File: src/rtl/gate_test_seq_pkg.sv
// Shared types and constants for the gate_test_seq stimulus sequencer.
package gate_test_seq_pkg;

    typedef enum logic [1:0] {
        ST_IDLE  = 2'd0,
        ST_DRIVE = 2'd1,
        ST_DONE  = 2'd2
    } state_e;

    localparam logic [3:0] TT_OR2  = 4'b1110;
    localparam logic [3:0] TT_AND2 = 4'b1000;
    localparam logic [3:0] TT_XOR2 = 4'b0110;
    localparam logic [3:0] TT_NOR2 = 4'b0001;

    function automatic int vec_count(input int n);
        return 32'sd1 <<< n;
    endfunction

endpackage

File: src/rtl/gate_test_seq_if.sv
// Controller/gate-side bundle for gate_test_seq; fail_map exists only with GATE_TEST_SEQ_FAILMAP_EN.
interface gate_test_seq_if
    import gate_test_seq_pkg::*;
#(
    parameter int N_IN = 2
);
    logic            start;
    logic [N_IN-1:0] gate_in;
    logic            gate_out;
    logic            busy;
    logic            done;
    logic            pass;
    logic [N_IN:0]   err_count;
    logic [N_IN-1:0] first_fail;
`ifdef GATE_TEST_SEQ_FAILMAP_EN
    logic [vec_count(N_IN)-1:0] fail_map;

    modport slave  (input start, gate_out,
                    output gate_in, busy, done, pass, err_count, first_fail, fail_map);
    modport master (output start, gate_out,
                    input gate_in, busy, done, pass, err_count, first_fail, fail_map);
`else
    modport slave  (input start, gate_out,
                    output gate_in, busy, done, pass, err_count, first_fail);
    modport master (output start, gate_out,
                    input gate_in, busy, done, pass, err_count, first_fail);
`endif
endinterface

File: src/rtl/gate_test_hold_timer.sv
// Per-vector hold counter; last_o marks the final held cycle (count == HOLD-1).
module gate_test_hold_timer #(
    parameter int HOLD = 5
) (
    input  logic clk,
    input  logic rst,
    input  logic clr_i,
    input  logic en_i,
    output logic last_o
);
    localparam int            CW   = (HOLD > 1) ? $clog2(HOLD) : 1;
    localparam logic [CW-1:0] LAST = CW'(HOLD - 1);

    logic [CW-1:0] count_q;
    logic [CW-1:0] count_d;

    assign last_o = (count_q == LAST);

    // Wraps to zero on the last cycle so the next vector starts a fresh window.
    always_comb begin
        count_d = count_q;
        if (clr_i) begin
            count_d = '0;
        end else if (en_i) begin
            count_d = last_o ? '0 : count_q + CW'(1'b1);
        end else begin
            count_d = count_q;
        end
    end

    // Counter register.
    always_ff @(posedge clk) begin
        if (rst) begin
            count_q <= '0;
        end else begin
            count_q <= count_d;
        end
    end
endmodule

File: src/rtl/gate_test_seq.sv
// Exhaustive gate tester: walks all input vectors, compares against TRUTH, reports status.
// Optional fail_map output enabled by GATE_TEST_SEQ_FAILMAP_EN.
module gate_test_seq
    import gate_test_seq_pkg::*;
#(
    parameter int                         N_IN  = 2,
    parameter int                         HOLD  = 5,
    parameter logic [vec_count(N_IN)-1:0] TRUTH = 4'b1110
) (
    input  logic           clk,
    input  logic           rst,
    gate_test_seq_if.slave seq_if
);
    localparam int              NVEC    = vec_count(N_IN);
    localparam logic [N_IN-1:0] VMAX    = N_IN'(NVEC - 1);
    localparam logic [1:0]      S_IDLE  = ST_IDLE;
    localparam logic [1:0]      S_DRIVE = ST_DRIVE;
    localparam logic [1:0]      S_DONE  = ST_DONE;

    logic [1:0]      state_q, state_d;
    logic [N_IN-1:0] vector_q, vector_d;
    logic [N_IN:0]   err_q, err_d;
    logic [N_IN-1:0] ff_q, ff_d;
    logic            busy_q, busy_d;
    logic            done_q, done_d;
    logic            pass_q, pass_d;
    logic            last_s;
    logic            drive_s;
    logic            start_ok_s;
    logic            mismatch_s;
    logic [N_IN:0]   err_inc_s;
`ifdef GATE_TEST_SEQ_FAILMAP_EN
    logic [NVEC-1:0] map_q, map_d;
`endif

    assign drive_s    = (state_q == S_DRIVE);
    assign start_ok_s = seq_if.start && !drive_s;
    assign mismatch_s = drive_s && last_s && (seq_if.gate_out != TRUTH[vector_q]);
    assign err_inc_s  = err_q + {{N_IN{1'b0}}, mismatch_s};

    gate_test_hold_timer #(.HOLD(HOLD)) u_hold (
        .clk    (clk),
        .rst    (rst),
        .clr_i  (start_ok_s),
        .en_i   (drive_s),
        .last_o (last_s)
    );

    // Next-state logic; pass uses the post-increment count so a last-vector miss counts.
    always_comb begin
        state_d  = state_q;
        vector_d = vector_q;
        err_d    = err_q;
        ff_d     = ff_q;
        busy_d   = busy_q;
        done_d   = done_q;
        pass_d   = pass_q;
`ifdef GATE_TEST_SEQ_FAILMAP_EN
        map_d    = map_q;
`endif
        case (state_q)
            S_IDLE, S_DONE: begin
                if (start_ok_s) begin
                    state_d  = S_DRIVE;
                    vector_d = '0;
                    err_d    = '0;
                    ff_d     = '0;
                    busy_d   = 1'b1;
                    done_d   = 1'b0;
                    pass_d   = 1'b0;
`ifdef GATE_TEST_SEQ_FAILMAP_EN
                    map_d    = '0;
`endif
                end else begin
                    state_d = state_q;
                end
            end
            S_DRIVE: begin
                if (last_s) begin
                    err_d = err_inc_s;
                    if (mismatch_s && (err_q == '0)) begin
                        ff_d = vector_q;
                    end else begin
                        ff_d = ff_q;
                    end
`ifdef GATE_TEST_SEQ_FAILMAP_EN
                    if (mismatch_s) begin
                        map_d[vector_q] = 1'b1;
                    end else begin
                        map_d = map_q;
                    end
`endif
                    if (vector_q == VMAX) begin
                        state_d = S_DONE;
                        busy_d  = 1'b0;
                        done_d  = 1'b1;
                        pass_d  = (err_inc_s == '0);
                    end else begin
                        vector_d = vector_q + N_IN'(1'b1);
                    end
                end else begin
                    state_d = S_DRIVE;
                end
            end
            default: begin
                state_d = S_IDLE;
            end
        endcase
    end

    // State and status registers; reset wipes any partial run.
    always_ff @(posedge clk) begin
        if (rst) begin
            state_q  <= S_IDLE;
            vector_q <= '0;
            err_q    <= '0;
            ff_q     <= '0;
            busy_q   <= 1'b0;
            done_q   <= 1'b0;
            pass_q   <= 1'b0;
`ifdef GATE_TEST_SEQ_FAILMAP_EN
            map_q    <= '0;
`endif
        end else begin
            state_q  <= state_d;
            vector_q <= vector_d;
            err_q    <= err_d;
            ff_q     <= ff_d;
            busy_q   <= busy_d;
            done_q   <= done_d;
            pass_q   <= pass_d;
`ifdef GATE_TEST_SEQ_FAILMAP_EN
            map_q    <= map_d;
`endif
        end
    end

    assign seq_if.gate_in    = vector_q;
    assign seq_if.busy       = busy_q;
    assign seq_if.done       = done_q;
    assign seq_if.pass       = pass_q;
    assign seq_if.err_count  = err_q;
    assign seq_if.first_fail = ff_q;
`ifdef GATE_TEST_SEQ_FAILMAP_EN
    assign seq_if.fail_map   = map_q;
`endif
endmodule

File: src/flat_wrapper.sv
// flat-port wrapper written by rule: the top's interface ports become plain ports
module gate_test_seq_flat import gate_test_seq_pkg::*;
#(
    parameter int                         N_IN  = 2,
    parameter int                         HOLD  = 5,
    parameter logic [vec_count(N_IN)-1:0] TRUTH = 4'b1110
)
  (clk, rst, seq_if_start, seq_if_gate_out, seq_if_gate_in, seq_if_busy, seq_if_done, seq_if_pass, seq_if_err_count, seq_if_first_fail);
  gate_test_seq_if #(.N_IN(N_IN)) seq_if_i ();
  input  logic clk;
  input  logic rst;
  input wire logic [$bits(seq_if_i.start)-1:0] seq_if_start;
  input wire logic [$bits(seq_if_i.gate_out)-1:0] seq_if_gate_out;
  output wire logic [$bits(seq_if_i.gate_in)-1:0] seq_if_gate_in;
  output wire logic [$bits(seq_if_i.busy)-1:0] seq_if_busy;
  output wire logic [$bits(seq_if_i.done)-1:0] seq_if_done;
  output wire logic [$bits(seq_if_i.pass)-1:0] seq_if_pass;
  output wire logic [$bits(seq_if_i.err_count)-1:0] seq_if_err_count;
  output wire logic [$bits(seq_if_i.first_fail)-1:0] seq_if_first_fail;
  assign seq_if_i.start = seq_if_start;
  assign seq_if_i.gate_out = seq_if_gate_out;
  assign seq_if_gate_in = seq_if_i.gate_in;
  assign seq_if_busy = seq_if_i.busy;
  assign seq_if_done = seq_if_i.done;
  assign seq_if_pass = seq_if_i.pass;
  assign seq_if_err_count = seq_if_i.err_count;
  assign seq_if_first_fail = seq_if_i.first_fail;
  gate_test_seq #(.N_IN(N_IN), .HOLD(HOLD), .TRUTH(TRUTH)) u_core (.clk(clk), .rst(rst), .seq_if(seq_if_i));
endmodule
File: config.mk
export PLATFORM = sky130hd
export DESIGN_NAME = gate_test_seq_flat
export DESIGN_NICKNAME = d
export VERILOG_FILES = /design/src/rtl/gate_test_seq_pkg.sv /design/src/rtl/gate_test_seq_if.sv /design/src/rtl/gate_test_hold_timer.sv /design/src/rtl/gate_test_seq.sv /design/src/flat_wrapper.sv
export SDC_FILE = /design/constraint.sdc
export NUM_CORES = 1
export LEC_CHECK = 0
export BUFFER_PORTS_ARGS = -buffer_cell sky130_fd_sc_hd__buf_2
export CAP_MARGIN = 20
export CELL_PAD_IN_SITES_DETAIL_PLACEMENT = 0
export CELL_PAD_IN_SITES_GLOBAL_PLACEMENT = 1
export CORE_MARGIN = 4
export CORE_UTILIZATION = 35
export CTS_BUF_LIST = sky130_fd_sc_hd__clkbuf_8
export CTS_CLUSTER_DIAMETER = 200
export DETAILED_ROUTE_END_ITERATION = 8
export GPL_TIMING_DRIVEN = 0
export PLACE_DENSITY_LB_ADDON = 0.1
export SYNTH_ARGS = -nofsm -noshare
export SYNTH_HDL_FRONTEND = slang
export SYNTH_SLANG_ARGS = --single-unit
export TNS_END_PERCENT = 20
File: constraint.sdc
create_clock -name clk -period 4.6 [get_ports clk]
set_clock_uncertainty 0.15 [all_clocks]
set_input_delay 0.46 -clock clk [delete_from_list [all_inputs] [get_ports clk]]
set_output_delay 0.46 -clock clk [all_outputs]
set_load 0.03 [all_outputs]
# Word-level counts from Yosys, hierarchy flattened
# Index checks and enable logic that the tools add are counted.
# W data, S select, Z words.
totals:
  inputBits: 4
  reg_bits: 15
  elab_cells: 67
  output_inout_bits: 10
classes:
  mux: 28
  eq_ne: 11
  add_sub_neg: 3
  n_reduce_logical: 16
  order_cmp: 1
ops:
  columns: ["operator", "n"]
  rows:
  - ["$mux W2", 8]
  - ["$pmux W2 S2", 3]
  - ["$reduce_and A4 Y1", 3]
  - ["$mux W1", 9]
  - ["$mux W3", 3]
  - ["$logic_not A3 Y1", 2]
  - ["$ne A2 B2 Y1 const B", 3]
  - ["$pmux W1 S2", 3]
  - ["$pmux W3 S2", 1]
  - ["$eq A2 B2 Y1 const B", 2]
  - ["$logic_and A1 B1 Y1", 4]
  - ["$ne A2 B1 Y1 const B", 2]
  - ["$reduce_or A2 Y1", 2]
  - ["$add A3 B1 Y3", 1]
  - ["$add A3 B1 Y3 const B", 1]
  - ["$eq A3 B3 Y1 const B", 1]
  - ["$lt A2 B3 Y1 const B", 1]
  - ["$ne A3 B3 Y1 const B", 1]
  - ["$reduce_and A3 Y1", 1]
  - ["$add A2 B1 Y2 const B", 1]
  - ["$bmux W1 S2", 1]
  - ["$eq A2 B1 Y1 const B", 1]
  - ["$logic_not A2 Y1", 1]
  - ["$reduce_and A2 Y1", 1]
  - ["3 further kinds", 3]

# Logic depth before layout (Yosys ltp)
# Gate-level depths: netlist (run 1).
logic_depth:
  ltp_word: 9
  mapped_depth: 9
  mapped_depth_nobuf: 9

# Cells and area by module
# Synthesis (run 1) repeated with hierarchy kept, for this count alone.
unflattened:
  cells_unflattened: 95
  area_unflattened_um2: 844.6
modules_own_cells:
  columns: ["module", "seq_area_each_um2", "instances", "area_per_inst_um2", "cells_each"]
  rows:
  - ["gate_test_seq", 240.2, 1, 674.4, 76]
  - ["gate_test_hold_timer", 60.1, 1, 170.2, 19]

# Worst setup path after synthesis (run 1)
# OpenSTA, ideal clock, no wires.
synth_path:
  kind: "register -> register"
  from: "reg u_core.vector_q[0] (netlist: u_core.seq_if.gate_in[0])"
  to: "reg u_core.pass_q (netlist: u_core.seq_if.pass)"
  stages_incl_launch_ff: 9
  setup_time_ps: 71
  required_ps: 4379
  arrival_ps: 2118
  n_path_buf: 0
  synth_period_minus_slack_ps: 2338
  setup_slack_ps: 2262
  cell_sequence: "dfxtp_1 inv_1 ha_1 xor2_1 nor2_1 ha_1 ha_1 or4_1 a21oi_1"
synth_via:
  elab_chain_cells: 9
  word_cells_on_any_way: 12
  cone_classes: "add/sub: 1; eq/ne: 3; mux: 5; reduce/logical: 3"
synth_lines:
  columns: ["item", "line_no", "text"]
  rows:
  - ["start: declaration", "gate_test_seq.sv:21", "logic [N_IN-1:0] vector_q, vector_d;"]
  - ["start signal: assignment", "gate_test_seq.sv:126", "vector_q <= vector_d;"]
  - ["$bmux W1 S2", "gate_test_seq.sv:38", "assign mismatch_s = drive_s && last_s && (seq_if.gate_out != TRUTH[vector_q]);"]
  - ["$mux W1 (implied by the code)", "gate_test_seq.sv:38", null]
  - ["$ne A1 B1 Y1", "gate_test_seq.sv:38", null]
  - ["$logic_and A1 B1 Y1", "gate_test_seq.sv:38", null]
  - ["$add A3 B1 Y3", "gate_test_seq.sv:39", "assign err_inc_s = err_q + {{N_IN{1'b0}}, mismatch_s};"]
  - ["$logic_not A3 Y1", "gate_test_seq.sv:97", "pass_d = (err_inc_s == '0);"]
  - ["$mux W1", "gate_test_seq.sv:93", "if (vector_q == VMAX) begin"]
  - ["$mux W1", "gate_test_seq.sv:79", "if (last_s) begin"]
  - ["$pmux W1 S2", "gate_test_seq.sv:61", "case (state_q)"]
  - ["end signal: assignment", "gate_test_seq.sv:131", "pass_q <= pass_d;"]
  - ["end: declaration", "gate_test_seq.sv:26", "logic pass_q, pass_d;"]
# Parallel ways exist; a longest one is shown, timed or not. The select of a mux whose other input is x is not followed.
# A chain may end at the register's enable or synchronous reset.

# Worst setup path after layout (run 1)
layout_path:
  from: "reg u_core.u_hold.count_q[0]"
  to: "reg u_core.pass_q (netlist: u_core.seq_if.pass)"
layout_via:
  elab_chain_cells: 8
  word_cells_on_any_way: 10
  cone_classes: "add/sub: 1; eq/ne: 2; mux: 3; reduce/logical: 4"
layout_lines:
  columns: ["item", "line_no", "text"]
  rows:
  - ["start: declaration", "gate_test_hold_timer.sv:14", "logic [CW-1:0] count_q;"]
  - ["start signal: assignment", "gate_test_hold_timer.sv:36", "count_q <= count_d;"]
  - ["$eq A3 B3 Y1 *", "gate_test_hold_timer.sv:17", "assign last_o = (count_q == LAST);"]
  - ["$logic_and A1 B1 Y1 (2 in a row)", "gate_test_seq.sv:38", null]
  - ["$add A3 B1 Y3", "gate_test_seq.sv:39", null]
  - ["$logic_not A3 Y1", "gate_test_seq.sv:97", null]
  - ["$mux W1", "gate_test_seq.sv:93", null]
  - ["$mux W1", "gate_test_seq.sv:79", null]
  - ["$pmux W1 S2", "gate_test_seq.sv:61", null]
# Mark *: on every way between the ends. The rest lies on a longest branch, timed or not. The select of a mux whose other input is x is not followed.

==> results of run 1 <==
-- cells in the mapped netlist, types with 2 or more instances --
cell      instances  area (um2)
o31ai_1           2        15.0
nand3b_1          2        15.0
a31oi_1           2        12.5
xor2_1            2        17.5
clkbuf_1          2        7.51
nand2_1           3        11.3
nor2_1            9        33.8
a21oi_1          10        50.1
nand4b_1          3        26.3
dfxtp_1          15         300
ha_1              6        75.1
nor3_1            4        20.0
nand2b_1          2        12.5
inv_1             4        15.0
nand3_1           6        30.0
-- cell families after synthesis --
kind of cell | after synthesis
AOI/OAI and AO/OA | 16
and+or+nand+nor | 37
DFF | 15
muxes | 1
buffers and inverters | 7
adders and majority gates | 6
xor gates and xnor gates | 2
-- cell type report --
class	count	area (um2)
plain buffers	3	12.5
clock buffers	3	41.3
clock inverters	1	7.51
fillers	210	1100
inverters	4	15.0
multi-input cells	62	407
flip-flops and latches	15	300
well taps	27	33.8
repair buffers	12	60.1
-- worst paths after layout --
check | start | to | cells after the start
setup / recovery | u_core.u_hold.count_q[0]$_SDFFE_PP0P_ | u_core.seq_if.pass$_SDFFE_PP0P_ | 8
hold / removal | u_core.seq_if.pass$_SDFFE_PP0P_ | u_core.seq_if.pass$_SDFFE_PP0P_ | 2
setup reg to reg | u_core.u_hold.count_q[0]$_SDFFE_PP0P_ | u_core.seq_if.pass$_SDFFE_PP0P_ | 8
hold reg to reg | u_core.seq_if.pass$_SDFFE_PP0P_ | u_core.seq_if.pass$_SDFFE_PP0P_ | 2
-- worst max-delay path, cell delays in order (launching register included) --
cell and delay [ns]:
dfxtp_1 0.31, inv_1 0.08, ha_1 0.25, nand4b_1 0.27, nor2_1 0.18, ha_1 0.15
ha_1 0.23, or4_1 0.51, a21oi_1 0.13
-- flip-flops by register name, indices dropped and copies added, names as in the netlist --
| register | cells |
|---|---|
| u_core.seq_if.first_fail | 2 |
| u_core.seq_if.pass | 1 |
| u_core.u_hold.count_q | 3 |
| u_core.seq_if.err_count | 3 |
| u_core.seq_if.gate_in | 2 |
| u_core.seq_if.done | 1 |
| u_core.seq_if.busy | 1 |
| u_core.state_q | 2 |
-- metal layers --
metal,GRT usage (%),share of wire [%],vias to the layer above
met4,4.26,0.45,0
met5,0,0,-
li1,-,-,332
met1,14.6,50,269
met2,21.0,44,13
met3,5.82,6.0,2
-- power breakdown --
| group | switching (mW) | internal (mW) | total (mW) | leakage, nW |
|---|---|---|---|---|
| Combinational | 0.0137 | 0.00704 | 0.0207 | 0.217 |
| Sequential | 0.00165 | 0.132 | 0.134 | 0.122 |
| Clock | 0.0484 | 0.0608 | 0.109 | 0.0217 |
-- stage by stage --
stage               setup slack [ns]  cell area, um2  hold slack (ns)  cells
floorplan                       2.26             734            0.346     84
global placement                2.24             828            0.308    123
detailed placement              2.27             828            0.315    123
CTS                             2.24             877            0.327    127
global route                    2.12             877            0.352    127
finish                          2.27             877            0.322    127
==> results.toml, run 1 <==
[sta]
fmax_mhz = 430
grt_setup_unrepaired = "no"
timing.final.crit_share_pct = 50.6
report.final.setup_viol = 0
setup_tns_ns = 0
worst_slew_pin_slew_ns = 0.478
hold_viol = 0
min_period_ns = 2.33
slew_violations = 0
slew_headroom_pct = 68.1

[global_route]
grt_pass1_vias = 599
grt_max_degree = 11
antenna_found_initial = 0
track_usage_pct = 12.8
grt_pass1_wl_um = 2600
overflow = 0

[pwr]
p_total_mw = 0.264
power_density_nw_per_um2 = 301
power.leakage_nw = 0.360
peakVddDrop_mv = 0.237

[synth]
avgSynthCellArea_um2 = 8.74
yosys-mux-area-fraction_pct = 1.36
seq_area_frac_synth_pct = 40.9
synth-simple-area-share_pct = 29.0
synth_xor_area_share_pct = 2.39
async_flop_share_pct = 0
syn-cell-area_um2 = 734
ys.flop_type = "dfxtp_1"
ys_seq_elements = 15
synth_top_family_by_area = "simple AND/OR/NAND/NOR gates"
synth_cell_types = 27
synth_compound_area_share_pct = 12.4
yosysWarningCount = 0
synth-edff-count = 0
syn_inst = 84
synth.net_count = 94
synth_fa_ha_area_share_pct = 10.2

[final_layout]
final_common_cell = "dfxtp_1"
area_growth_pct = 19.4
num_antenna_cells = 0
mostFrequentLayoutCells = "dfxtp_1, buf_2, a21oi_1, nor2_1"
nets = 111
final_util_pct = 44.3
drive_above_1_share_pct = 20.0

[cts]
cts_setup_buffers = 0
cts_sinks = 15
htree_levels = 1
clockRootBuffer = "clkbuf_8"
tritoncts = "done"
insertion_delay_ns = 0.25
clockBufferDepth = 2
cts-resized-gates = 0
path_clk_slew_ns = 0.06
hold_buffers = 0
cts_inserted_buffers = 3

[critical_path]
r2r_slack_ns = 2.27
endpoint_kind = "flip-flop"
critical_path_class = "reg -> reg"
path_max_fanout = 5
cp_data_required_time_ns = 4.63
crit_path_start_kind = "flip-flop"
arrival_ns = 2.35

[place]
dp_hpwl_um = 1130
port_buffers = 12
place_congestion = 0.734

[detailed_routing]
ant_nets = 0
drcViolationCount = 0
vias_per_cell = 4.85
routed-via-count = 616
drt_iter0_markers = 6
drt_pre_antenna_iters = 4
wirelength_um = 1540
wire_per_inst_um = 12.1

[worst_hold_path]
min_path_type = "reg -> reg"

[die]
fp.dieW_um = 53.8
ioPinCount = 14
initial_utilization_pct = 37.1
rows = 16
die_h_um = 53.8
core_um2 = 1980
dieArea_um2 = 2900

[run]
drv_cap = 0

[run_status]
outcome = "complete, no violations"
Note: power is estimated with default switching activity, not from simulation.
==> run 2, diff against run 1 <==
clock period = 1.9 ns   (was 4.6 ns; I/O delays follow)
==> results.toml, run 2 (synthesis results as in run 1) <==
[cts]
htree_levels = 1
cts_sinks = 15
clockBufferDepth = 2
cts_inserted_buffers = 3
clockRootBuffer = "clkbuf_8"
tritoncts = "done"
insertion_delay_ns = 0.25
path_clk_slew_ns = 0.06
hold_buffers = 0

[pwr]
peakVddDrop_mv = 0.372
power.leakage_nw = 0.388
power_density_nw_per_um2 = 654

[detailed_routing]
wire_per_inst_um = 12.4
ant_nets = 0
vias_per_cell = 4.93
routed-via-count = 646
wirelength_um = 1630
drt_pre_antenna_iters = 4
drcViolationCount = 0
drt_iter0_markers = 4

[die]
dieArea_um2 = 2900
die_h_um = 53.8
rows = 16
ioPinCount = 14
fp.dieW_um = 53.8
initial_utilization_pct = 37.1
core_um2 = 1980

[global_route]
use_met2_pct = 21.8
track_usage_pct = 14.3
antenna_found_initial = 0
overflow = 0
grt_pass1_vias = 622
grt_max_degree = 11
grt_pass1_wl_um = 2860
use_met3_pct = 3.88
grt_use_met1_pct = 17.6
grt-busiest-layer = "met2"

[critical_path]
cp_data_required_time_ns = 1.93
r2r_start = "u_core.seq_if.gate_in[0]$_SDFFE_PP0P_"
ff2ff_path_depth = 8
crit_top_cell = "ha_4"
cp_slowest_cell = "or4_4"
critical_path_class = "reg -> reg"
path_cells = "inv_4 > ha_4 > xor2_2 > nor2_1 > ha_2 > ha_4 > or4_4 > a21oi_2"
endpoint_kind = "flip-flop"
arrival_ns = 2.09
path_max_fanout = 4
r2r-end = "u_core.seq_if.pass$_SDFFE_PP0P_"
crit_path_start_kind = "flip-flop"
cp_slowest_stage_delay_ns = 0.51
r2r_slack_ns = -0.16

[worst_hold_path]
min_path_type = "in -> reg"
min_to = "u_core.seq_if.gate_in[1]$_SDFFE_PP0P_"
whs_path_depth = 2
hp-start = "rst"

[sta]
min_period_ns = 2.06
fmax_mhz = 485
report.final.setup_viol = 1
worst_slew_pin_slew_ns = 0.499
slew_headroom_pct = 66.7
final.setup.worst_slack_ns = -0.160
hold_viol = 0
slew_violations = 0
grt_setup_unrepaired = "yes"
timing.final.crit_share_pct = 108

[place]
port_buffers = 12
dp_hpwl_um = 1190
place_congestion = 0.713
post_dp_cell_area_um2 = 878
dp_worst_setup_slack_ns = -0.407
dpl.cell_count = 123

[final_layout]
fill_cells = 190
design_area_um2 = 970
final_common_cell = "buf_2"
drive_above_1_share_pct = 35.6
area_growth_pct = 32.0
num_antenna_cells = 0
nets = 115
mostFrequentLayoutCells = "buf_2, dfxtp_1, nor2_1, a21oi_1, nand3_1"
final_util_pct = 48.9
final_cells = 131

[run_status]
violations = "negative setup slack"
outcome = "finished with violations"

[run]
drv_cap = 0
==> run 2: changes by cell type in the layout (fill, tap and decap cells not counted), sizes merged <==
cell / before / now
buf: 13 / 17
clkinvlp: 1 / 0
inv: 4 / 5
==> run 2: worst max path at each step <==
stage	start	end	slack, ns	depth (start not counted)
after floorplan	u_core.seq_if.gate_in[0]$_SDFFE_PP0P_	u_core.seq_if.pass$_SDFFE_PP0P_	-0.17	8
after global placement	u_core.u_hold.count_q[0]$_SDFFE_PP0P_	u_core.seq_if.pass$_SDFFE_PP0P_	-0.39	8
after detailed placement	u_core.u_hold.count_q[0]$_SDFFE_PP0P_	u_core.seq_if.pass$_SDFFE_PP0P_	-0.41	8
after CTS	u_core.u_hold.count_q[0]$_SDFFE_PP0P_	u_core.seq_if.pass$_SDFFE_PP0P_	-0.18	8
after global routing	u_core.seq_if.gate_in[0]$_SDFFE_PP0P_	u_core.seq_if.pass$_SDFFE_PP0P_	-0.22	8
final	u_core.seq_if.gate_in[0]$_SDFFE_PP0P_	u_core.seq_if.pass$_SDFFE_PP0P_	-0.16	8
==> run 2: cell type report <==
type / count / area [um2] / share of cell area (%)
Clock inverter: 1 / 3.75 / 0.387
Multi-Input combinational cell: 62 / 462 / 47.6
Clock buffer: 3 / 41.3 / 4.26
Buffer: 3 / 12.5 / 1.29
Timing Repair Buffer: 16 / 90.1 / 9.29
Inverter: 4 / 17.5 / 1.81
Tap cell: 27 / 33.8 / 3.48
Sequential cell: 15 / 309 / 31.9
==> run 2: per-layer routing <==
layer  routed length (um)  share of wire [%]
met2                  723                 44
met1                  803                 49
met4                   22                1.4
met5                    0                  0
met3                   78                4.8
==> run 2: worst max-delay path, delay by kind of cell, from the launching register on <==
family | cells | cell delay (ns)
compound gates | 1 | 0.12
buf+inv | 1 | 0.05
xor+xnor | 1 | 0.14
fa+ha+maj | 3 | 0.56
flops | 1 | 0.36
simple gates | 2 | 0.62
==> run 2: where the power goes <==
part	internal, mW	total, mW	leakage (nW)	switching, mW
sequential	0.318	0.322	0.124	0.00450
combinational	0.0234	0.0597	0.238	0.0362
clock	0.143	0.252	0.0269	0.109
total	0.484	0.634	0.388	0.150
==> run 2: stage by stage <==
step | total power, mW | setup TNS (ns) | hold slack, ns
CTS | 0.646 | -0.184 | 0.146
finish | 0.634 | -0.160 | 0.151
detailed placement | 0.383 | -0.428 | 0.316
floorplan | 0.367 | -0.174 | 0.226
global route | 0.665 | -0.218 | 0.183
global placement | 0.383 | -0.392 | 0.307
==> run 2: what timing repair did <==
action | CTS | global route
setup endpoints to repair | 2 | 2
endpoints found under the hold margin | 0 | 0
setup buffers | 4 | 0
cloned | 0 | 0
gates resized for setup | 3 | 3
pin swaps | 3 | 2
